[config.mk]
export PLATFORM = sky130hd
export DESIGN_NAME = mem_resp_stage
export DESIGN_NICKNAME = d
export VERILOG_FILES = /design/src/rtl/mem_resp_stage.sv
export SDC_FILE = /design/constraint.sdc
export NUM_CORES = 1
export LEC_CHECK = 0
export BUFFER_PORTS_ARGS = -buffer_cell sky130_fd_sc_hd__buf_4
export CAP_MARGIN = 15
export CORE_AREA = 2 2 138 140
export DETAILED_ROUTE_END_ITERATION = 8
export DIE_AREA = 0 0 140 142
export PLACE_DENSITY = 0.87
export REMOVE_ABC_BUFFERS = 1
export SYNTH_ARGS = -nofsm -noshare
export SYNTH_HDL_FRONTEND = slang
export SYNTH_SLANG_ARGS = --single-unit
[constraint.sdc]
create_clock -name clk -period 2.82 [get_ports clk]
set_clock_uncertainty 0.15 [all_clocks]
set_input_delay 0.423 -clock clk [delete_from_list [all_inputs] [get_ports clk]]
set_output_delay 0.423 -clock clk [all_outputs]
set_load 0.03 [all_outputs]
[src/rtl/mem_resp_stage.sv]
// mem_resp_stage: memory-access stage sitting between EX and WB.
// Holds one instruction at a time. If that instruction issued a data-SRAM request,
// the stage stalls until the matching data_ok arrives. A response that arrives while
// WB is blocked is captured in a buffer. Load data is aligned and extended before
// writeback. Responses still owed to instructions flushed by wb_ex are dropped.
//
// Ports:
//   clk, resetn           clock; asynchronous active-low reset
//   es_*                  instruction handed over from EX (valid/allowin handshake)
//   data_sram_data_ok     one in-order response per accepted request
//   data_sram_rdata       read data, valid with data_ok
//   ws_allowin, wb_ex     WB backpressure and exception/ertn flush
//   ms_*                  instruction presented to WB, plus forwarding and busy status
module mem_resp_stage #(
  parameter int unsigned DATA_W      = 32,
  parameter int unsigned EX_W        = 81,
  parameter int unsigned EX_FLAG_BIT = 1
) (
  input  logic              clk,
  input  logic              resetn,
  input  logic              es_to_ms_valid,
  output logic              ms_allowin,
  input  logic [31:0]       es_pc,
  input  logic [DATA_W-1:0] es_alu_result,
  input  logic              es_res_from_mem,
  input  logic              es_mem_req,
  input  logic              es_req_inflight,
  input  logic [6:0]        es_ld_op,
  input  logic              es_rf_we,
  input  logic [4:0]        es_rf_waddr,
  input  logic [EX_W-1:0]   es_ex_zip,
  input  logic              data_sram_data_ok,
  input  logic [DATA_W-1:0] data_sram_rdata,
  input  logic              ws_allowin,
  input  logic              wb_ex,
  output logic              ms_to_ws_valid,
  output logic [31:0]       ms_pc,
  output logic              ms_rf_we,
  output logic [4:0]        ms_rf_waddr,
  output logic [DATA_W-1:0] ms_rf_wdata,
  output logic [EX_W-1:0]   ms_ex_zip,
  output logic              ms_ex,
  output logic              ms_fwd_valid,
  output logic              ms_busy
);

  localparam int unsigned OffW = $clog2(DATA_W / 8);

  logic              ms_valid_q, ms_valid_d;
  logic              resp_got_q, resp_got_d;
  logic [1:0]        cancel_cnt_q, cancel_cnt_d;
  logic [DATA_W-1:0] rdata_buf_q, rdata_buf_d;
  logic [31:0]       pc_q;
  logic [DATA_W-1:0] alu_q;
  logic              res_from_mem_q, mem_req_q, rf_we_q;
  logic [6:0]        ld_op_q;
  logic [4:0]        rf_waddr_q;
  logic [EX_W-1:0]   ex_zip_q;

  logic              resp_live, ms_ready_go, load_en, leave;
  logic              owed_inc, inflight_inc, cancel_dec;
  logic [DATA_W-1:0] load_src, shifted, load_result;

  // A response counts for the current instruction only once every response owed to
  // flushed instructions has been drained.
  assign resp_live = data_sram_data_ok & (cancel_cnt_q == 2'd0) & ms_valid_q & mem_req_q
                   & ~resp_got_q;
  assign ms_ready_go    = ~mem_req_q | resp_got_q | resp_live;
  assign ms_allowin     = ~ms_valid_q | (ms_ready_go & ws_allowin);
  assign ms_to_ws_valid = ms_valid_q & ms_ready_go;
  assign load_en        = es_to_ms_valid & ms_allowin & ~wb_ex;
  assign leave          = ms_to_ws_valid & ws_allowin;

  // On a flush, the MS instruction still owes a response unless it arrives this cycle;
  // the EX instruction owes one if its request is outstanding.
  assign owed_inc     = wb_ex & ms_valid_q & mem_req_q & ~resp_got_q & ~resp_live;
  assign inflight_inc = wb_ex & es_req_inflight;
  assign cancel_dec   = data_sram_data_ok & (cancel_cnt_q != 2'd0);

  always_comb begin
    ms_valid_d = ms_valid_q;
    if (wb_ex) begin
      ms_valid_d = 1'b0;
    end else if (ms_allowin) begin
      ms_valid_d = es_to_ms_valid;
    end

    resp_got_d  = resp_got_q;
    rdata_buf_d = rdata_buf_q;
    if (wb_ex || leave) begin
      resp_got_d = 1'b0;
    end else if (resp_live && !ws_allowin) begin
      resp_got_d = 1'b1;
    end
    if (resp_live && !ws_allowin) begin
      rdata_buf_d = data_sram_rdata;
    end

    cancel_cnt_d = cancel_cnt_q + 2'(owed_inc) + 2'(inflight_inc) - 2'(cancel_dec);
  end

  always_ff @(posedge clk or negedge resetn) begin
    if (!resetn) begin
      ms_valid_q     <= 1'b0;
      resp_got_q     <= 1'b0;
      cancel_cnt_q   <= 2'd0;
      rdata_buf_q    <= '0;
      pc_q           <= '0;
      alu_q          <= '0;
      res_from_mem_q <= 1'b0;
      mem_req_q      <= 1'b0;
      ld_op_q        <= '0;
      rf_we_q        <= 1'b0;
      rf_waddr_q     <= '0;
      ex_zip_q       <= '0;
    end else begin
      ms_valid_q   <= ms_valid_d;
      resp_got_q   <= resp_got_d;
      cancel_cnt_q <= cancel_cnt_d;
      rdata_buf_q  <= rdata_buf_d;
      if (load_en) begin
        pc_q           <= es_pc;
        alu_q          <= es_alu_result;
        res_from_mem_q <= es_res_from_mem;
        mem_req_q      <= es_mem_req;
        ld_op_q        <= es_ld_op;
        rf_we_q        <= es_rf_we;
        rf_waddr_q     <= es_rf_waddr;
        ex_zip_q       <= es_ex_zip;
      end
    end
  end

  // A buffered response takes precedence; otherwise the live bus data passes straight
  // through so a response accepted by WB in its arrival cycle costs no extra cycle.
  assign load_src = resp_got_q ? rdata_buf_q : data_sram_rdata;
  assign shifted  = load_src >> {alu_q[OffW-1:0], 3'b000};

  // ld_op bit order: {b, bu, h, hu, w, wu, d}. On a 32-bit datapath the w/wu/d casts are
  // all identity, so wu and d fall out as w.
  always_comb begin
    load_result = shifted;
    if (ld_op_q[6]) begin
      load_result = DATA_W'($signed(shifted[7:0]));
    end else if (ld_op_q[5]) begin
      load_result = DATA_W'(shifted[7:0]);
    end else if (ld_op_q[4]) begin
      load_result = DATA_W'($signed(shifted[15:0]));
    end else if (ld_op_q[3]) begin
      load_result = DATA_W'(shifted[15:0]);
    end else if (ld_op_q[2]) begin
      load_result = DATA_W'($signed(shifted[31:0]));
    end else if (ld_op_q[1]) begin
      load_result = DATA_W'(shifted[31:0]);
    end else if (ld_op_q[0]) begin
      load_result = shifted;
    end
  end

  assign ms_pc        = pc_q;
  assign ms_rf_we     = ms_valid_q & rf_we_q;
  assign ms_rf_waddr  = rf_waddr_q;
  assign ms_rf_wdata  = res_from_mem_q ? load_result : alu_q;
  assign ms_ex_zip    = ex_zip_q;
  assign ms_ex        = ms_valid_q & ex_zip_q[EX_FLAG_BIT];
  assign ms_fwd_valid = ms_valid_q & rf_we_q & ms_ready_go;
  assign ms_busy      = ms_valid_q & ~ms_ready_go;

endmodule

Yosys cells after proc, flatten, opt, wreduce, memory -nomap -nowiden
Index checks and enable logic that the tools add are counted.

storage, ports and cells
  register bits after elaboration = 196
  output and inout port bits = 156

operators by class
  shifts and indexed selects = 1
  $add $sub $neg = 3
  bitwise operators = 28
  multiplexer cells = 10
  reductions and logical operators = 7

operators by type and width
  cell                                           number
  32-bit 2-to-1 mux                              6
  32-bit by 5-bit >> shifter with 32-bit output  1
  1-bit AND                                      19
  1-bit inverter                                 6
  2-bit nonzero test                             3
  2-bit by 1-bit adder with 2-bit output         2
  1-bit 2-to-1 mux                               4
  1-bit bitwise OR                               3
  2-bit logical NOT                              1
  2-bit by 1-bit subtractor with 2-bit output    1
  1-bit logical AND                              1
  1-bit logical NOT                              1
  1-bit logical OR                               1

Logic depth before layout (Yosys ltp)
Gate-level depths: netlist of the first run.

  depth after elaboration = 10
  depth in mapped cells = 8
  depth with buffers taken out = 8

Least setup slack after synthesis of the first run
Ideal clock, no wire load.

  path kind = flip-flop to output port
  start = register resp_got_q
  end = output port ms_rf_wdata[21]
  arrival time = 2.073 ns
  buffers on the path = 2
  setup slack = 0.174 ns
  cell stages (with the launch flop) = 7
  data required time = 2.247 ns
  path through = dfrtp_1 > buf_2 > mux2_2 > a222oi_1 > a21o_1 > buf_2 > o221ai_1

on the way
  longest elaborated chain between the ends = 7

ends and longest elaborated chain
  what                                             line  RTL
  start: declaration                               50    logic resp_got_q, resp_got_d;
  start signal: assignment                         118   resp_got_q <= resp_got_d;
  32-bit 2-to-1 mux *                              136   assign load_src = resp_got_q ? rdata_buf_q : data_sram_rdata;
  32-bit by 5-bit >> shifter with 32-bit output *  137   assign shifted = load_src >> {alu_q[OffW-1:0], 3'b000};
  32-bit 2-to-1 mux                                149   end else if (ld_op_q[3]) begin
  32-bit 2-to-1 mux                                147   end else if (ld_op_q[4]) begin
  32-bit 2-to-1 mux                                145   end else if (ld_op_q[5]) begin
  32-bit 2-to-1 mux *                              143   if (ld_op_q[6]) begin
  32-bit 2-to-1 mux *                              163   assign ms_rf_wdata = res_from_mem_q ? load_result : alu_q;
  end: declaration                                 40    output logic [DATA_W-1:0] ms_rf_wdata,

Every way passes the cells marked *; elsewhere a longest branch is shown, timed or not.

Worst setup path in the final report of the first run
  start = register resp_got_q
  end = output port ms_rf_wdata[23]

Same word-level chain as after synthesis.

==> run summary, run 1 <==
critical path endpoint category: output pin
CTS tree: built
crit path cell chain: mux2_4, a222oi_1, a21o_2, buf_6, o221ai_4, buf_6
R2R Setup Slk: 0.34 ns
Die Wd: 140 µm
worst skew pair latency: 0.42 ns
global route total overflow: 0
Critical Path Fanout Max: 6
sequential standard cell area: 0.004831 mm²
antenna diode count: 0
Vias per Instance: 5.376
worst hold start: ws_allowin
Num Clock Sinks: 193
Setup Viol. Count Final: 16
sequential area share after synthesis: 54.79%
Slew headroom: 67.23%
most numerous cell on the critical path: buf_6
Ports: 355
Syn Area/Cell: 13.73 µm²
Endpoint, Worst Hold: resp_got_q$_DFFE_PN0P_
Worst Path Required: 2.25 ns
cell count after synthesis: 642
clock-pin transition on the worst setup and hold timing paths: 0.07 ns
total track usage: 23.79%
Peak Freq: 338.5 MHz
fin cells: 1252
WL per Instance: 19.46 µm
first-pass GRT wire length: 36950 µm
crit path time final: 2.955 ns
DRT Pass-1 Iters: 9
Routed Antenna Nets: 0
CTS Buf Count: 17
Yosys reg bits: 193
CP Data Arrival Time: 2.38 ns
initial antenna violation count: 0
die area: 0.01988 mm²
global placer's final weighted congestion: 0.7973
Leak Pwr: 5.982 nW
top post-synthesis cells by area: dfrtp_1 (55%), mux2_1 (17%), mux2_2 (8.2%)
multi-input logic area: 0.003734 mm²
DR iter-0 viols: 328
CP Launch Point: resp_got_q$_DFFE_PN0P_
drt drc: 20
Final #Nets: 1206
max incr delay on CP: 0.46 ns
Synth Warn #: 0
ys async rst share: 100.0%
Worst setup SP type: register
final worst slack: -0.1346 ns
Hold Fails Final Rpt: 0
post-synth top area share: 54.79%
area leader, netlist: dfrtp_1
H-tree depth: 4
reg2reg end: alu_q[4]$_DFFE_PN0P_
worst vdd ir: 0.5542 mV
RSZ-0062 raised after global routing: yes
fin. max-slew vios: 0
Crit path depth: 6
Die Ht: 142 µm
pwr/cell area: 879.5 mW/mm²
number of synthesized flops with an enable pin: 0
Worst-Margin Slew: 0.4916 ns
worst reg-to-reg path cell count: 6
Root Buffer: clkbuf_16
final WL: 24360 µm
Syn-to-layout area delta: 43.99%
pin count of the biggest net entering global routing: 76
Most used DFF post-synth: dfrtp_1
setup TNS: -1.695 ns
Detailed Place HPWL: 17880 µm
status: finished, violations left
CP max stage cell: dfrtp_2
RR Startpoint: cancel_cnt_q[1]$_DFF_PN0_
Final Cycle Share: 104.8%
Final Util: 68.77%
Worst Hold Depth: 2
fillers: 1291
Buffers on Ports: 351
CP top delay family: compound AO/OA/AOI/OAI gates
vias in the first global route: 6997
max cap viols: 0
Starting Density: 47.76%
Longest Clk Path Bufs: 2
overall power: 11.16 mW
Placed Cells: 1209
cell area after synthesis: 0.008815 mm²
CP Class: reg -> out
Bufs and invs on worst path: 2
Worst Hold Class: in -> reg
layout cells sized above 1: 50.39%
library cells used by synthesis: 39
via count: 6731
Core Rows: 50
failing checks: design-rule violations, negative setup slack
Placeable Area: 0.01846 mm²
==> routing by layer <==
layer  routed length (µm)  share of wire (%)  GRT usage (%)  vias to the layer above
li1                     -                  -              -                     3051
met1                 8961                 37          27.27                     3306
met2                12460                 51          41.41                      325
met3                 2173                8.9          7.402                       49
met4                  771                3.2          10.37                        0
met5                    0                  0              0                        -
==> cell families (layout without fill, tap and decap cells) <==
family	count (synthesis)	in the layout	share of synthesized area, %
muxes	225	225	30.15
DFF	193	193	54.79
buffers and inverters	86	462	4.940
AOI/OAI and AO/OA	79	79	6.444
and+or+nand+nor	55	55	3.109
adders and majority gates	2	2	0.3690
xor gates and xnor gates	2	2	0.1988
==> synthesized netlist by cell type, types with 2 or more instances <==
library cell	instances
a21oi_1	19
a31oi_1	7
and2_1	5
buf_1	3
buf_2	6
buf_4	2
buf_6	13
clkbuf_1	19
dfrtp_1	193
inv_1	42
mux2_1	130
mux2_2	64
mux2i_1	18
mux4_2	13
nand2_1	27
nand3_1	2
nand4_1	2
nor2_1	9
nor2b_1	4
o21ai_0	8
o221ai_1	37
xnor2_1	2
==> worst reg2reg max path: cells and delay by family (launching register included) <==
family / cells / cell delay [ns]
and+or+nand+nor: 3 / 0.96
muxes: 1 / 0.39
buffers and inverters: 2 / 0.46
DFF: 1 / 0.41
==> metrics by stage <==
stage	instance area, µm²	hold WS, ns	worst slack (ns)
2_1_floorplan	8541	-0.02259	-4.836
3_3_place_gp	11730	0.2402	0.2636
3_5_place_dp	11730	0.2415	0.2436
4_1_cts	12560	0.01633	-0.1266
5_1_grt	12690	0.02693	-0.2418
6_report	12690	0.03069	-0.1346
==> layout by cell type (no fill, tap or decap), types with 2 or more instances in the layout <==
master	instances
nor2_1	9
mux2_2	63
clkbuf_8	2
mux2_1	130
mux2i_1	18
o221ai_4	7
nand2_1	27
buf_12	6
nand3_1	2
and2_1	5
nor2b_1	4
o21ai_0	8
inv_6	3
buf_6	21
a31oi_1	7
clkbuf_16	18
inv_8	4
a21oi_1	19
mux4_2	13
buf_4	355
dfrtp_1	192
o221ai_1	21
nand4_1	2
clkinv_4	4
xnor2_1	2
inv_1	42
o221ai_2	9
==> power by group <==
part	switching (mW)	leakage (nW)	internal (mW)	total [mW]
logic	2.74	3.38	2.03	4.77
clock network	1.14	0.290	1.28	2.42
registers	0.450	2.31	3.52	3.97
total	4.33	5.98	6.84	11.2
==> cell type report <==
| class | count | share of cell area, % |
|---|---|---|
| multi-input cells | 363 | 29.42 |
| inverters | 43 | 1.272 |
| repair buffers | 387 | 24.34 |
| clock buffers | 19 | 3.490 |
| clock inverters | 13 | 1.114 |
| flip-flops and latches | 193 | 38.06 |
| well taps | 234 | 2.307 |
==> flip-flops by register name, indices dropped and copies added, names as in the netlist <==
register	count
mem_req_q	1
ld_op_q	4
ms_rf_waddr	5
resp_got_q	1
rf_we_q	1
res_from_mem_q	1
ms_valid_q	1
ms_ex_zip	81
cancel_cnt_q	2
rdata_buf_q	32
ms_pc	32
alu_q	32
==> worst max-delay path by stage <==
stage | slack [ns] | end
final | -0.13 | ms_rf_wdata[23]
after global routing | -0.24 | ms_rf_wdata[22]
after CTS | -0.13 | ms_rf_wdata[20]
after detailed placement | 0.24 | alu_q[4]$_DFFE_PN0P_
after global placement | 0.26 | ms_rf_wdata[20]
after floorplan | -4.84 | alu_q[31]$_DFFE_PN0P_
==> repair_timing <==
item	in CTS	in global routing
cloned	1	1
hold buffers	1	0
buffers inserted	4	4
endpoints found under the setup margin	29	21
resized for setup	42	10
endpoints found under the hold margin	41	0
pin swaps	14	7
Note: power is estimated with default switching activity, not from simulation.
==> inputs of run 2 (changes only) <==
--- a/config.mk
+++ b/config.mk
@@ -10,6 +10,7 @@
 export CORE_AREA = 2 2 138 140
 export DETAILED_ROUTE_END_ITERATION = 8
 export DIE_AREA = 0 0 140 142
+export MAX_ROUTING_LAYER = met4
 export PLACE_DENSITY = 0.87
 export REMOVE_ABC_BUFFERS = 1
 export SYNTH_ARGS = -nofsm -noshare
==> run 2 against run 1 <==
Net effect:
- the run still ends with design-rule violations, negative setup slack left
- sequential share of layout area is essentially flat
- register-to-register slack is essentially flat
- largest cell class unchanged
- final cell count is essentially flat
- routed wire length grew 0.22%
- critical path type unchanged
- critical path depth is the same
==> run summary, run 2 (synthesized netlist as in run 1, its figures left out) <==
status: finished, violations left
failing checks: design-rule violations, negative setup slack
Worst Hold Slack: 0.03459 ns (+0.003908 ns)
initial antenna violation count: 0 (unchanged)
most common cell after layout, fill and taps aside: buf_4
RR Startpoint: cancel_cnt_q[1]$_DFF_PN0_
CP Data Arrival Time: 2.39 ns (about the same)
H-tree depth: 4 (unchanged)
Vias per Instance: 5.394 (+0.34%)
Num Clock Sinks: 193 (unchanged)
Detailed Place HPWL: 17880 µm (unchanged)
pwr/cell area: 878.9 mW/mm² (about the same)
global placer's final weighted congestion: 0.8088 (+1.4%)
Core Rows: 50 (unchanged)
worst skew pair latency: 0.42 ns (about the same)
Root Buffer: clkbuf_16
Starting Density: 47.76% (unchanged)
CTS tree: built
R2R Setup Slk: 0.33 ns (about the same)
overall power: 11.16 mW (about the same)
Routed Antenna Nets: 0 (unchanged)
RSZ-0062 raised after global routing: yes
first-pass GRT wire length: 36850 µm (-0.28%)
critical path endpoint category: output pin
clock-pin transition on the worst setup and hold timing paths: 0.07 ns (about the same)
worst reg-to-reg path cell count: 6 (unchanged)
layout cells sized above 1: 50.44% (about the same)
Critical Path Fanout Max: 6 (unchanged)
Largest register FFs: 81 (unchanged)
Ports: 355 (unchanged)
DP Area: 0.01173 mm² (unchanged)
max cap viols: 0 (unchanged)
CTS Buf Count: 17 (unchanged)
fillers: 1287 (-0.31%)
Setup Viol. Count Final: 16 (unchanged)
DRT Pass-1 Iters: 9 (unchanged)
Longest Clk Path Bufs: 2 (unchanged)
Worst Path Required: 2.25 ns (about the same)
Final #Nets: 1207 (+0.083%)
Worst Hold Class: in -> reg
Final Cycle Share: 105.2% (+0.47 points)
CP Class: reg -> out
antenna diode count: 0 (unchanged)
global route total overflow: 0 (unchanged)
Worst Hold Depth: 2 (unchanged)
DR iter-0 viols: 353 (+7.6%)
dpl ws: 0.2436 ns (unchanged)
WL per Instance: 19.49 µm (+0.14%)
reg2reg end: alu_q[4]$_DFFE_PN0P_
worst vdd ir: 0.5544 mV (about the same)
final worst slack: -0.1478 ns (-0.01325 ns)
sequential standard cell area: 0.004831 mm² (unchanged)
Peak Freq: 336.9 MHz (-0.45%)
Slew headroom: 66.94% (-0.28 points)
Leak Pwr: 5.988 nW (about the same)
multi-input logic area: 0.003734 mm² (unchanged)
total track usage: 24.50% (+0.71 points)
die area: 0.01988 mm² (unchanged)
Die Wd: 140 µm (unchanged)
Buffers on Ports: 351 (unchanged)
fin. max-slew vios: 0 (unchanged)
Worst-Margin Slew: 0.4958 ns (+0.004234 ns)
drt drc: 20 (unchanged)
crit path time final: 2.968 ns (+0.01325 ns)
pin count of the biggest net entering global routing: 76 (unchanged)
CP Launch Point: resp_got_q$_DFFE_PN0P_
final WL: 24420 µm (+0.22%)
Endpoint, Worst Hold: resp_got_q$_DFFE_PN0P_
commonest non-fill, non-tap cells in the layout: buf_4 (356), dfrtp_1 (192), mux2_1 (130)
Placed Cells: 1209 (unchanged)
post-route cell area: 0.01270 mm² (about the same)
worst hold start: ws_allowin
Syn-to-layout area delta: 44.07% (about the same)
Worst setup SP type: register
vias in the first global route: 7025 (+0.40%)
Hold Fails Final Rpt: 0 (unchanged)
fin cells: 1253 (+0.080%)
via count: 6759 (+0.42%)
Die Ht: 142 µm (unchanged)
Placeable Area: 0.01846 mm² (unchanged)
## run 2: repair_timing
item                                    in CTS  in global routing
resized for setup                           42                 10
gates cloned                                 1                  1
hold buffers                                 1                  0
hold endpoints to repair                    41                  0
buffers inserted                             4                  5
pin swaps                                   14                  7
endpoints found under the setup margin      29                 21
## run 2: worst max-delay path by stage
stage / to / slack [ns] / cells past startpoint
3_3_place_gp: ms_rf_wdata[20] / 0.26 / 6
6_report: ms_rf_wdata[23] / -0.15 / 6
5_1_grt: ms_rf_wdata[22] / -0.24 / 6
4_1_cts: ms_rf_wdata[20] / -0.13 / 6
3_5_place_dp: alu_q[4]$_DFFE_PN0P_ / 0.24 / 7
2_1_floorplan: alu_q[31]$_DFFE_PN0P_ / -4.84 / 4
## run 2: final cells by class
class                           instances  area share [%]
Clock buffer                           19           3.488
Inverter                               43           1.271
Timing Repair Buffer                  388           24.38
Multi-Input combinational cell        363           29.40
Tap cell                              234           2.305
Clock inverter                         13           1.113
Sequential cell                       193           38.04
## run 2: worst max-delay path: stages (launching register included)
cell	delay (ns)
dfrtp_2	0.46
mux2_4	0.32
a222oi_1	0.44
a21o_2	0.31
buf_6	0.17
o221ai_4	0.12
buf_6	0.16
## run 2: power breakdown
group | switching, mW | total (mW) | internal [mW] | leakage (nW)
registers | 0.452 | 3.97 | 3.52 | 2.31
clock network | 1.13 | 2.41 | 1.28 | 0.290
logic | 2.74 | 4.78 | 2.03 | 3.39
total | 4.32 | 11.2 | 6.84 | 5.99
## run 2: per-stage QoR
| stage | TNS [ns] | utilization (%) |
|---|---|---|
| final | -1.886 | 68.81 |
| after global routing | -3.988 | 68.81 |
| after CTS | -1.459 | 68.05 |
| after detailed placement | 0 | 63.54 |
| after global placement | 0 | 63.54 |
| after floorplan | -749.36 | - |
## run 2: layer usage
layer,GRT usage (%),share of wire [%]
met1,28.34,38
met2,41.33,52
met3,5.821,7.5
met4,10.37,3.1
met5,-,0
